[src/rtl/nibble_serial_adder.sv]
// W-bit add/subtract that time-multiplexes one 4-bit ripple-carry slice, LS nibble first.
// A start/busy/done handshake is presented to the sequencer; the result and flags are held until the next completion.

module rca_4b (
    input  logic [3:0] A,
    input  logic [3:0] B,
    input  logic       C_in,
    output logic [3:0] S,
    output logic       C_out
);
    logic [4:0] c;

    always_comb begin
        c    = '0;
        c[0] = C_in;
        S    = '0;
        for (int i = 0; i < 4; i++) begin
            S[i]   = A[i] ^ B[i] ^ c[i];
            c[i+1] = (A[i] & B[i]) | (c[i] & (A[i] ^ B[i]));
        end
        C_out = c[4];
    end
endmodule

module nibble_serial_adder #(
    parameter int W   = 16,
    parameter int NIB = W / 4
) (
    input  logic         clk,
    input  logic         rst_n,
    input  logic         start,
    input  logic         sub,
    input  logic [W-1:0] A,
    input  logic [W-1:0] B,
    output logic         busy,
    output logic         done,
    output logic [W-1:0] Sum,
    output logic         Cout,
    output logic         Ovfl,
    output logic         Zero
);
    localparam int CW = (NIB > 1) ? $clog2(NIB) : 1;
    localparam logic [CW-1:0] LAST = CW'(NIB - 1);

    typedef enum logic [1:0] {IDLE, RUN, DONE} state_t;

    state_t         state_q, state_d;
    logic [CW-1:0]  cnt_q, cnt_d;
    logic           carry_q, carry_d;
    logic [W-1:0]   a_sh_q, a_sh_d, b_sh_q, b_sh_d;
    logic           a_msb_q, a_msb_d, b_msb_q, b_msb_d;
    logic [W-1:0]   part_q, part_d;
    logic [W-1:0]   sum_q, sum_d;
    logic           cout_q, cout_d, ovfl_q, ovfl_d, zero_q, zero_d;

    logic [3:0]     s_nib;
    logic           c_out;
    logic [W+3:0]   part_wide;
    logic [W-1:0]   part_nxt;

    rca_4b u_rca (
        .A     (a_sh_q[3:0]),
        .B     (b_sh_q[3:0]),
        .C_in  (carry_q),
        .S     (s_nib),
        .C_out (c_out)
    );

    // New nibble enters at the top; after NIB passes the partial is the full result.
    assign part_wide = {s_nib, part_q};
    assign part_nxt  = part_wide[W+3:4];

    always_comb begin
        state_d = state_q;
        cnt_d   = cnt_q;
        carry_d = carry_q;
        a_sh_d  = a_sh_q;
        b_sh_d  = b_sh_q;
        a_msb_d = a_msb_q;
        b_msb_d = b_msb_q;
        part_d  = part_q;
        sum_d   = sum_q;
        cout_d  = cout_q;
        ovfl_d  = ovfl_q;
        zero_d  = zero_q;
        case (state_q)
            IDLE: if (start) begin
                a_sh_d  = A;
                b_sh_d  = sub ? ~B : B;
                carry_d = sub;
                a_msb_d = A[W-1];
                b_msb_d = sub ? ~B[W-1] : B[W-1];
                cnt_d   = '0;
                state_d = RUN;
            end
            RUN: begin
                part_d  = part_nxt;
                a_sh_d  = a_sh_q >> 4;
                b_sh_d  = b_sh_q >> 4;
                carry_d = c_out;
                cnt_d   = cnt_q + 1'b1;
                if (cnt_q == LAST) begin
                    sum_d   = part_nxt;
                    cout_d  = c_out;
                    ovfl_d  = (a_msb_q == b_msb_q) && (part_nxt[W-1] != a_msb_q);
                    zero_d  = (part_nxt == '0);
                    state_d = DONE;
                end
            end
            DONE:    state_d = IDLE;
            default: state_d = IDLE;
        endcase
    end

    always_ff @(posedge clk or negedge rst_n) begin
        if (!rst_n) begin
            state_q <= IDLE;
            cnt_q   <= '0;
            carry_q <= 1'b0;
            a_sh_q  <= '0;
            b_sh_q  <= '0;
            a_msb_q <= 1'b0;
            b_msb_q <= 1'b0;
            part_q  <= '0;
            sum_q   <= '0;
            cout_q  <= 1'b0;
            ovfl_q  <= 1'b0;
            zero_q  <= 1'b0;
        end else begin
            state_q <= state_d;
            cnt_q   <= cnt_d;
            carry_q <= carry_d;
            a_sh_q  <= a_sh_d;
            b_sh_q  <= b_sh_d;
            a_msb_q <= a_msb_d;
            b_msb_q <= b_msb_d;
            part_q  <= part_d;
            sum_q   <= sum_d;
            cout_q  <= cout_d;
            ovfl_q  <= ovfl_d;
            zero_q  <= zero_d;
        end
    end

    assign busy = (state_q != IDLE);
    assign done = (state_q == DONE);
    assign Sum  = sum_q;
    assign Cout = cout_q;
    assign Ovfl = ovfl_q;
    assign Zero = zero_q;
endmodule
[config.mk]
export PLATFORM = sky130hd
export DESIGN_NAME = nibble_serial_adder
export DESIGN_NICKNAME = d
export VERILOG_FILES = /design/src/rtl/nibble_serial_adder.sv
export SDC_FILE = /design/constraint.sdc
export NUM_CORES = 1
export LEC_CHECK = 0
export BUFFER_PORTS_ARGS = -buffer_cell sky130_fd_sc_hd__clkbuf_2
export CORE_ASPECT_RATIO = 0.5
export CORE_MARGIN = 2
export CORE_UTILIZATION = 50
export DETAILED_ROUTE_END_ITERATION = 12
export GPL_TIMING_DRIVEN = 0
export PLACE_DENSITY_LB_ADDON = 0.25
export SETUP_SLACK_MARGIN = 0.15
export SLEW_MARGIN = 40
export SYNTH_ARGS = -nofsm -noshare
export SYNTH_HDL_FRONTEND = slang
export SYNTH_SLANG_ARGS = --single-unit
export TNS_END_PERCENT = 100
[constraint.sdc]
create_clock -name clk -period 3 [get_ports clk]
set_input_delay 0.45 -clock clk [delete_from_list [all_inputs] [get_ports clk]]
set_output_delay 0.45 -clock clk [all_outputs]
set_load 0.03 [all_outputs]
==> out/results.md <==
• **CTS Buffer Depth** 2
• **fmax** 0.370 GHz
• **Final Cycle Share** 90.2%
• **DRC errors left** 0
• **initial antenna violation count** 0
• **#FFs+latches synth** 70
• **startpoint types** flip-flop
• **instance count of the mapped netlist** 296
• **post-synthesis async set-or-reset flop share** 100%
• **outcome** finished, final reports clean
• **VDD IR-drop max** 437 uV
• **Syn Area/Cell** 10.5 sq um
• **Detailed Place HPWL** 4570 um
• **count of endpoints failing hold in the final timing report** 0
• **final setup vio count** 0
• **count of clock tree sinks** 70
• **nature of the critical path endpoint** flip-flop
• **most frequently used flop master after synthesis** dfrtp_1
• **vias in the first global route** 2312
• **die extent in x** 116 um
• **post-synth design cell area** 0.00312 sq mm
• **delay of the slowest cell on the worst path** 500 ps
• **worst clock skew** 6.64 ps
• **share of the core filled with cells in the final layout** 62.9%
• **data arrival at the endpoint of the critical path** 2960 ps
• **H-tree levels** 3
• **peak fanout along the critical path** 5
• **CTS Hold Buffers Added** 0
• **Sequential cell area** 0.00175 sq mm
• **Hold/Removal Path Class** in -> async
• **area used by multi-input combinational logic** 0.00121 sq mm
• **total of buffers placed on input and output ports** 55
• **category of the critical setup timing path** reg -> reg
• **number of post-CTS setup repair buffers** 0
• **antenna cell count** 0
• **total of fill cells in the finished design** 546
• **RSZ-0062 raised after global routing** false
• **power density over the cells** 1210 mW/mm^2
• **final worst hold slack** 89.2 ps
• **clock root cell** clkbuf_16
• **DRT Wirelength** 6560 um
• **vias after detailed routing** 2341
• **fraction of layout instances using a drive strength above 1** 28.1%
• **routed wire length per instance** 14.4 um
• **Post-synth EDFFs** 0
• **Initial Util** 51.5%
• **TritonCTS clock tree** built
• **Placed Area** 0.00351 sq mm
• **Die Y** 59.8 um
• **vias per std cell** 5.15
• **pin count of the biggest net entering global routing** 71
• **Slowest cell on crit path** fa_1
• **worst path required time** 3260 ps
• **post-layout min period** 2710 ps
• **slew at the pin closest to its max-slew limit** 546 ps
• **post-cts repair resize count** 0
• **row count** 20
• **Static Leakage** 1.90 nW
• **ports placed on the boundary** 57
• **count of synthesis-stage warnings from yosys** 0
• **total negative slack** 0 ps
• **synthesis-to-finish area growth** 22.1%
• **distinct cell type count of the synthesized netlist** 31
• **Post-DRT Antenna Nets** 0
• **gpl congestion** 0.823
• **final global-route overflow total** 0
• **headroom to the max-slew limit** 63.6%
• **initial drt markers** 174
• **reg2reg setup slack** 290 ps
• **first-pass iteration count of the detailed router** 4
• **share of the yosys chip area belonging to registers** 56.2%
• **NumNets Final** 403
• **Clk Latency, worst-skew pair** 330 ps
• **wire length of the first global-routing pass** 11000 um
• **post-route standard cell area excluding fillers** 0.00381 sq mm
• **CORE AREA** 0.00606 sq mm
• **total track usage** 21.5%
• **cts bufs inserted** 9
• **Syn Nets** 337
• **max-capacitance violation count** 0
• **Final Max Tran Viols** 0
• **critical path's most frequent cell** fa_1
• **area enclosed by the die boundary** 0.00692 sq mm
• **cells traversed along the worst timing path** inv_1 -> fa_1 -> inv_1 -> fa_1 -> fa_1 -> inv_1 -> fa_1 -> or3_1 -> a31oi_1
• **clock-pin slew on the worst setup and hold paths** 60 ps
==> layer usage <==
metal	global-route usage [%]	share of wire [%]
met1	28.4	45
met5	0	0
met2	33.8	47
met4	6.12	1.6
met3	8.22	6.1
==> final cells by class <==
class                   count  share of cell area, %
flip-flops and latches     70                   46.0
multi-input cells         199                   31.9
repair buffers             55                   7.46
clock buffers              13                   6.57
plain buffers              19                   3.22
well taps                  88                   2.89
clock inverters             3                   1.15
inverters                   8                  0.789
==> state kept, by name, indices dropped and copies added (netlist names) <==
| name | flops |
|---|---|
| Sum | 16 |
| a_sh_q | 16 |
| b_sh_q | 16 |
| part_q | 12 |
| cnt_q | 2 |
| state_q | 2 |
| Cout | 1 |
| Ovfl | 1 |
| Zero | 1 |
| a_msb_q | 1 |
| b_msb_q | 1 |
| carry_q | 1 |
==> stage by stage <==
step	power [mW]	worst slack, ps	cells
floorplan	3.01	541	296
global placement	3.51	415	439
detailed placement	3.58	373	439
CTS	4.66	299	455
global route	4.95	214	455
finish	4.62	294	455
==> cells in the mapped netlist (2+ instances only) <==
library cell   n  area (sq um)
a221o_1       12           120
inv_1          8          30.0
nor2b_1        2          12.5
mux2i_1        2          20.0
xnor2_1       15           131
a31oi_1       13          81.3
buf_6          5          56.3
o21ai_0        9          45.0
fa_1           4          80.1
clkbuf_1       3          11.3
dfrtp_1       70          1750
nand3_1        9          45.0
buf_2         10          50.1
o21ai_2        2          17.5
mux2_2        14           158
nor4b_1        2          17.5
nor2_1        24          90.1
nor4_1         2          12.5
nand2_1       78           293
==> path summary, 6_finish.rpt <==
kind                           start         end  cells past startpoint
max                        b_sh_q[0]        Ovfl                      9
max in group asynchronous      rst_n        Cout                      1
min                            rst_n   a_sh_q[9]                      1
min reg2reg                     Cout        Cout                      2
max reg2reg                b_sh_q[0]        Ovfl                      9
min in group clk               A[14]  a_sh_q[14]                      3
==> worst max-delay path: cells and delay by family (launching register included) <==
kind | cells | cell delay [ps]
adders and majority gates | 4 | 1440
AOI/OAI and AO/OA | 1 | 180
and+or+nand+nor | 1 | 420
buffers and inverters | 3 | 210
DFF | 1 | 390
==> placed cells by master, fill, tap and decap left out, types with 2 or more instances in the layout <==
master	instances
xnor2_1	15
nor4_1	2
clkbuf_8	2
nand2_1	78
clkbuf_1	6
inv_1	8
o21ai_0	9
fa_1	4
clkbuf_2	55
nor2_1	24
dfrtp_1	70
clkbuf_16	9
nand3_1	9
mux2_2	14
nor2b_1	2
buf_6	5
nor4b_1	2
buf_2	10
a221o_1	12
o21ai_2	2
a31oi_1	13
mux2i_1	2
==> logic make-up after synthesis <==
group | count (synthesis) | synth area share [%]
AND/OR/NAND/NOR | 124 | 16.9
flip-flops | 70 | 56.2
adder cells (fa/ha/maj) | 5 | 2.97
XOR/XNOR | 16 | 4.49
AO/OA/AOI/OAI | 38 | 8.87
multiplexers | 16 | 5.70
buffers and inverters | 27 | 4.90
==> where the power goes <==
group | switching (mW) | internal, mW
Sequential | 0.290 | 1.39
Combinational | 1.15 | 0.748
Clock | 0.379 | 0.666
Total | 1.82 | 2.80
Power figures use the tool's default switching activity.
